<file path="src/rtl/contador_pkg.sv">
// contador_pkg: shared states, constants and BCD increment helper for the millisecond counter
package contador_pkg;
  typedef enum logic [1:0] {
    IDLE  = 2'd0,
    RUN   = 2'd1,
    PAUSE = 2'd2
  } state_t;
  localparam int TICK_DIV_DEF = 100000;
  localparam int BCD_DIGITS = 4;
  localparam logic [3:0] BCD_MAX = 4'd9;
  // Returns {carry_out, value+1} with decimal carry across all digits
  function automatic logic [4*BCD_DIGITS:0] bcd_inc(input logic [4*BCD_DIGITS-1:0] v);
    logic c;
    logic [4*BCD_DIGITS-1:0] r;
    c = 1'b1;
    r = v;
    for (int i = 0; i < BCD_DIGITS; i++) begin
      if (c) begin
        c = (v[4*i +: 4] == BCD_MAX);
        r[4*i +: 4] = c ? 4'd0 : v[4*i +: 4] + 4'd1;
      end
    end
    return {c, r};
  endfunction
endpackage

</file>
<file path="src/rtl/contador_prescaler.sv">
// contador_prescaler: gated, clearable divider; TICK flags the enabled edge on which it wraps
module contador_prescaler
  import contador_pkg::*;
#(
  parameter int TICK_DIV = TICK_DIV_DEF,
  parameter int PRESC_W  = 19
) (
  input  logic CLK,
  input  logic RST,
  input  logic CLR,
  input  logic EN,
  output logic TICK
);
  localparam logic [PRESC_W-1:0] LAST = PRESC_W'(TICK_DIV - 1);
  logic [PRESC_W-1:0] cnt_q, cnt_d;
  assign TICK = EN && !CLR && (cnt_q == LAST);
  always_comb begin
    cnt_d = CLR ? '0 : !EN ? cnt_q : TICK ? '0 : cnt_q + 1'b1;
  end
  always_ff @(posedge CLK) begin
    if (!RST) cnt_q <= '0;
    else      cnt_q <= cnt_d;
  end
endmodule

</file>
<file path="src/rtl/contador_ms_ctrl.sv">
// contador_ms_ctrl: run/pause/clear FSM driving a 1 ms prescaler and 4-digit BCD count.
// Define CONTADOR_LAP_EN to enable the LAP display-hold feature.
module contador_ms_ctrl
  import contador_pkg::*;
#(
  parameter int TICK_DIV = TICK_DIV_DEF,
  parameter int PRESC_W  = 19
) (
  input  logic        CLK,
  input  logic        RST,
  input  logic        START,
  input  logic        STOP,
  input  logic        CLEAR,
  input  logic        LAP,
  output logic [15:0] MS_BCD,
  output logic        RUNNING,
  output logic        TICK,
  output logic        OVF
);
  state_t      state_q, state_d;
  logic [15:0] cnt_q, cnt_d;
  logic        tick_q, ovf_q;
  logic        presc_en, presc_clr, wrap;
  logic [16:0] inc;
  assign inc = bcd_inc(cnt_q);
  contador_prescaler #(.TICK_DIV(TICK_DIV), .PRESC_W(PRESC_W)) u_presc (
    .CLK  (CLK),
    .RST  (RST),
    .CLR  (presc_clr),
    .EN   (presc_en),
    .TICK (wrap)
  );
  // STOP and CLEAR gate the prescaler on their own edge so a coincident wrap is suppressed
  always_comb begin
    state_d   = state_q;
    presc_en  = 1'b0;
    presc_clr = 1'b0;
    cnt_d     = cnt_q;
    state_d   = CLEAR ? IDLE :
                (state_q == RUN)   ? (STOP ? PAUSE : RUN) :
                (state_q == PAUSE) ? ((STOP || !START) ? PAUSE : RUN) :
                (START ? RUN : IDLE);
    presc_en  = (state_q == RUN) && !STOP && !CLEAR;
    presc_clr = CLEAR || (state_q == IDLE);
    cnt_d     = CLEAR ? 16'h0000 : wrap ? inc[15:0] : cnt_q;
  end
  always_ff @(posedge CLK) begin
    if (!RST) begin
      state_q <= IDLE;
      cnt_q   <= 16'h0000;
      tick_q  <= 1'b0;
      ovf_q   <= 1'b0;
    end else begin
      state_q <= state_d;
      cnt_q   <= cnt_d;
      tick_q  <= wrap;
      ovf_q   <= wrap && inc[16];
    end
  end
  assign RUNNING = (state_q == RUN);
  assign TICK    = tick_q;
  assign OVF     = ovf_q;
`ifdef CONTADOR_LAP_EN
  logic        hold_q, hold_d;
  logic [15:0] lap_q, lap_d;
  always_comb begin
    hold_d = hold_q;
    lap_d  = lap_q;
    hold_d = CLEAR ? 1'b0 : (LAP && state_q != IDLE) ? !hold_q : hold_q;
    lap_d  = (LAP && state_q != IDLE && !hold_q) ? cnt_q : lap_q;
  end
  always_ff @(posedge CLK) begin
    if (!RST) begin
      hold_q <= 1'b0;
      lap_q  <= 16'h0000;
    end else begin
      hold_q <= hold_d;
      lap_q  <= lap_d;
    end
  end
  assign MS_BCD = hold_q ? lap_q : cnt_q;
`else
  logic unused_lap;
  assign unused_lap = LAP;
  assign MS_BCD     = cnt_q;
`endif
endmodule

</file>
<file path="config.mk">
export PLATFORM = sky130hd
export DESIGN_NAME = contador_ms_ctrl
export DESIGN_NICKNAME = d
export VERILOG_FILES = /design/src/rtl/contador_pkg.sv /design/src/rtl/contador_prescaler.sv /design/src/rtl/contador_ms_ctrl.sv
export SDC_FILE = /design/constraint.sdc
export NUM_CORES = 1
export LEC_CHECK = 0
export CORE_UTILIZATION = 50
export DETAILED_ROUTE_END_ITERATION = 16
export PLACE_DENSITY = 0.76
export SLEW_MARGIN = 20
export SYNTH_ARGS = -nofsm -noshare
export SYNTH_HDL_FRONTEND = slang
export SYNTH_SLANG_ARGS = --single-unit
</file>
<file path="constraint.sdc">
create_clock -name CLK -period 1.95 [get_ports CLK]
set_clock_uncertainty 0.2 [all_clocks]
set_input_delay 0.195 -clock CLK [delete_from_list [all_inputs] [get_ports CLK]]
set_output_delay 0.195 -clock CLK [all_outputs]
set_load 0.1 [all_outputs]
</file>
==> metrics.md <==
| Metric | Value |
|---|---|
| Post-synth EDFFs | 0 |
| Worst endpoint data arrival time | ~2100 ps |
| Final Core Density | 83.2% |
| Fmax | ~470 MHz |
| Yosys warnings | 0 |
| Cells along the critical path | nand4bb_1, or4b_4, or4_1, a21oi_1 |
| Post-synthesis async set-or-reset flop share | 0% |
| R2R depth | 4 |
| Synthesized cell area | roughly 2000 sq um |
| Ys flop type | dfxtp_1 |
| FILL cells | roughly 220 |
| Failing checks | setup timing |
| Die area | approximately 4300 sq um |
| CP required | about 2000 ps |
| Gpl congestion | between 0.8 and 0.9 |
| Syn Area/Cell | roughly 8.4 sq um |
| Post-route DRC | 0 |
| Skew-Pair Late Insertion Delay | about 300 ps |
| Detailed-route via count | between 2000 and 2500 |
| R2R setup slack | -160 ps |
| # port buffers | 23 |
| Total Routing Usage GR | 29.0% |
| Layout overhead on the synthesized area | 54.6% |
| Peak VDD IR | about 470 uV |
| CP startpoint kind | register |
| First-pass GRT wire length | about 9.7 mm |
| Share of post-route cells with drive strength above 1 | about 45% |
| Row count | 22 |
| Fin. max-slew vios | 0 |
| Vias in the first global route | ~2100 |
| Dpl hpwl | 3.95 mm |
| CP Class | register to register |
| Minimum clock period after layout | roughly 2100 ps |
| Largest net degree at the start of global routing | 18 |
| Root Buffer | clkbuf_8 |
| Crit-path leading delay family | simple AND/OR/NAND/NOR gates |
| Hold Vio Cnt, Final | 0 |
| Antenna-violating nets left | 0 |
| Starting DRT DRC Count | ~270 |
| Worst path max stage delay | roughly 570 ps |
| HP Class | register to register |
| Synth Register Bits | 39 |
| Mapped Cells | between 200 and 250 |
| CTS tree | yes |
| Yosys cell types | 44 |
| Height of the chip | roughly 66 microns |
| Crit-path max FO | 4 |
| Reg2Reg Launch Point | MS_BCD[6]$_SDFFE_PP0P_ |
| RSZ-0062 raised after global routing | yes |
| Worst hold slack | between 300 and 400 ps |
| Clock slew at reported path FFs | 80 ps |
| Critical Path Stages | 4 |
| Worst path bufs/invs | 0 |
| Final worst path period share | 108% |
| CP Capture Type | register |
| Setup slack after layout | -158 ps |
| # setup viols final | 6 |
| Slowest CP cell | or4b_4 |
| Routed wire per std cell | ~17 microns |
| Core area | ~3800 sq um |
| Die Width | around 66 microns |
| Sequential Area | 827 sq um |
| Post-Syn Nets | around 250 |
| Setup crit end | MS_BCD[13]$_SDFFE_PP0P_ |
| Outcome | finished with violations |
| Total Wirelength | roughly 6.5 mm |
| DR pass1 iterations | 5 |
| Worst R2R End | MS_BCD[13]$_SDFFE_PP0P_ |
| Initial antenna violation count | 0 |
| CTS H-tree depth | 2 |
| Crit. Startpoint | MS_BCD[6]$_SDFFE_PP0P_ |
| Diode count | 0 |
| Multi-input gate area in the final layout | 1350 sq um |
| Worst rel slew slack | about 73% |
| Sequential-to-total area share from yosys stat | 38.2% |
| Top Ports | 25 |
| Initial Utilization | between 50% and 60% |
| Hold Buf Count CTS | 0 |
| Clock sink count | 39 |
| GRT overflow | 0 |
| Final #Nets | 332 |
| Worst-case clock buffer depth | 2 |
| P per Cell Area | 482 nW/um^2 |
| Avg Vias per Cell | a little over 6 |
| CTS Buf Count | 5 |
| Pleak | ~1.2 nW |
| Max-cap viol count | 0 |
| Least-Margin Pin Slew | around 400 ps |
## Yosys cell counts, drive strengths merged (6+ instances only)
cell / count / area share (%)
nor2: 12 / 2.2
clkbuf: 10 / 1.8
nand3: 9 / 2.2
o31ai: 13 / 4.8
a21oi: 24 / 5.9
nand4: 17 / 5.2
inv: 9 / 1.7
dfxtp: 39 / 38
nand2: 17 / 3.1
nor2b: 6 / 1.8
xor2: 7 / 3.0
or4: 13 / 4.8
o21ai: 11 / 2.7
## metal layers
metal / vias to the layer above / track usage (%) / routed length [microns]
met3: 20 / 5.34 / 428
li1: 1082 / - / -
met4: 0 / 10.4 / 160
met5: - / 0 / 0
met2: 108 / 46.9 / 3130
met1: 1115 / 38.3 / 2780
## what timing repair did
action | in CTS | in global routing
setup endpoints to repair | 23 | 27
setup buffers | 4 | 1
resized for setup | 18 | 25
pin swaps | 13 | 10
cloned | 2 | 2
## cell families after synthesis
family                     share of synthesized area (%)
xor gates and xnor gates                            3.86
and+or+nand+nor                                     33.7
buffers and inverters                               4.22
adders and majority gates                          0.612
muxes                                               3.00
AOI/OAI and AO/OA                                   16.5
DFF                                                 38.2
## sequential cells by signal, indices dropped and copies added (netlist names)
register	flops
MS_BCD	16
OVF	1
TICK	1
u_presc.cnt_q	19
state_q	2
## worst min path at each step
stage	start	end	slack, ps	cells past startpoint
3_5_place_dp	u_presc.cnt_q[17]$_SDFFE_PP0P_	u_presc.cnt_q[17]$_SDFFE_PP0P_	290	2
6_report	u_presc.cnt_q[16]$_SDFFE_PP0P_	u_presc.cnt_q[16]$_SDFFE_PP0P_	310	2
3_3_place_gp	u_presc.cnt_q[17]$_SDFFE_PP0P_	u_presc.cnt_q[17]$_SDFFE_PP0P_	280	2
2_1_floorplan	STOP	state_q[0]$_SDFF_PP0_	110	1
5_1_grt	u_presc.cnt_q[16]$_SDFFE_PP0P_	u_presc.cnt_q[16]$_SDFFE_PP0P_	340	2
4_1_cts	u_presc.cnt_q[16]$_SDFFE_PP0P_	u_presc.cnt_q[16]$_SDFFE_PP0P_	310	2
## worst reg2reg max path, delay by kind of cell, from the launching register on
kind / cells / cell delay [ps]
compound gates: 1 / 150
flops: 1 / 360
simple gates: 3 / 1330
## where the power goes
group,switching [mW],internal [mW],total [mW],leakage [nW]
Clock,0.309,0.363,0.672,0.0594
Sequential,0.000603,0.783,0.783,0.326
Combinational,0.0388,0.0310,0.0698,0.780
Total,0.348,1.18,1.52,1.17
## metrics by stage
stage	total power [mW]	instances	TNS, ps	worst slack [ps]	instance area (sq um)
floorplan	0.832	242	-430	-211	2100
global placement	0.865	358	-6690	-301	2800
detailed placement	0.866	358	-8460	-336	2800
CTS	1.52	372	-195	-55.8	3030
global route	1.56	374	-1110	-184	3160
finish	1.52	374	-328	-158	3160
## placed cells by master, fill, tap and decap left out, types with 8 or more instances in the layout
| cell type | instances |
|---|---|
| a21oi_1 | 16 |
| buf_4 | 72 |
| dfxtp_1 | 22 |
| inv_1 | 9 |
| nor2_1 | 11 |
| or4_1 | 9 |
| dfxtp_4 | 10 |
| nand4_1 | 17 |
| o21ai_0 | 9 |
| nand2_1 | 16 |
| a21oi_2 | 8 |
## layout make-up
type                       instances  area share (%)
multi-input combinational        181            42.6
clock inverter                     1           0.158
sequential                        39            26.2
timing repair buffer              89            24.7
inverter                           9            1.07
tap                               48            1.90
clock buffer                       7            3.40
Power figures use the tool's default switching activity.
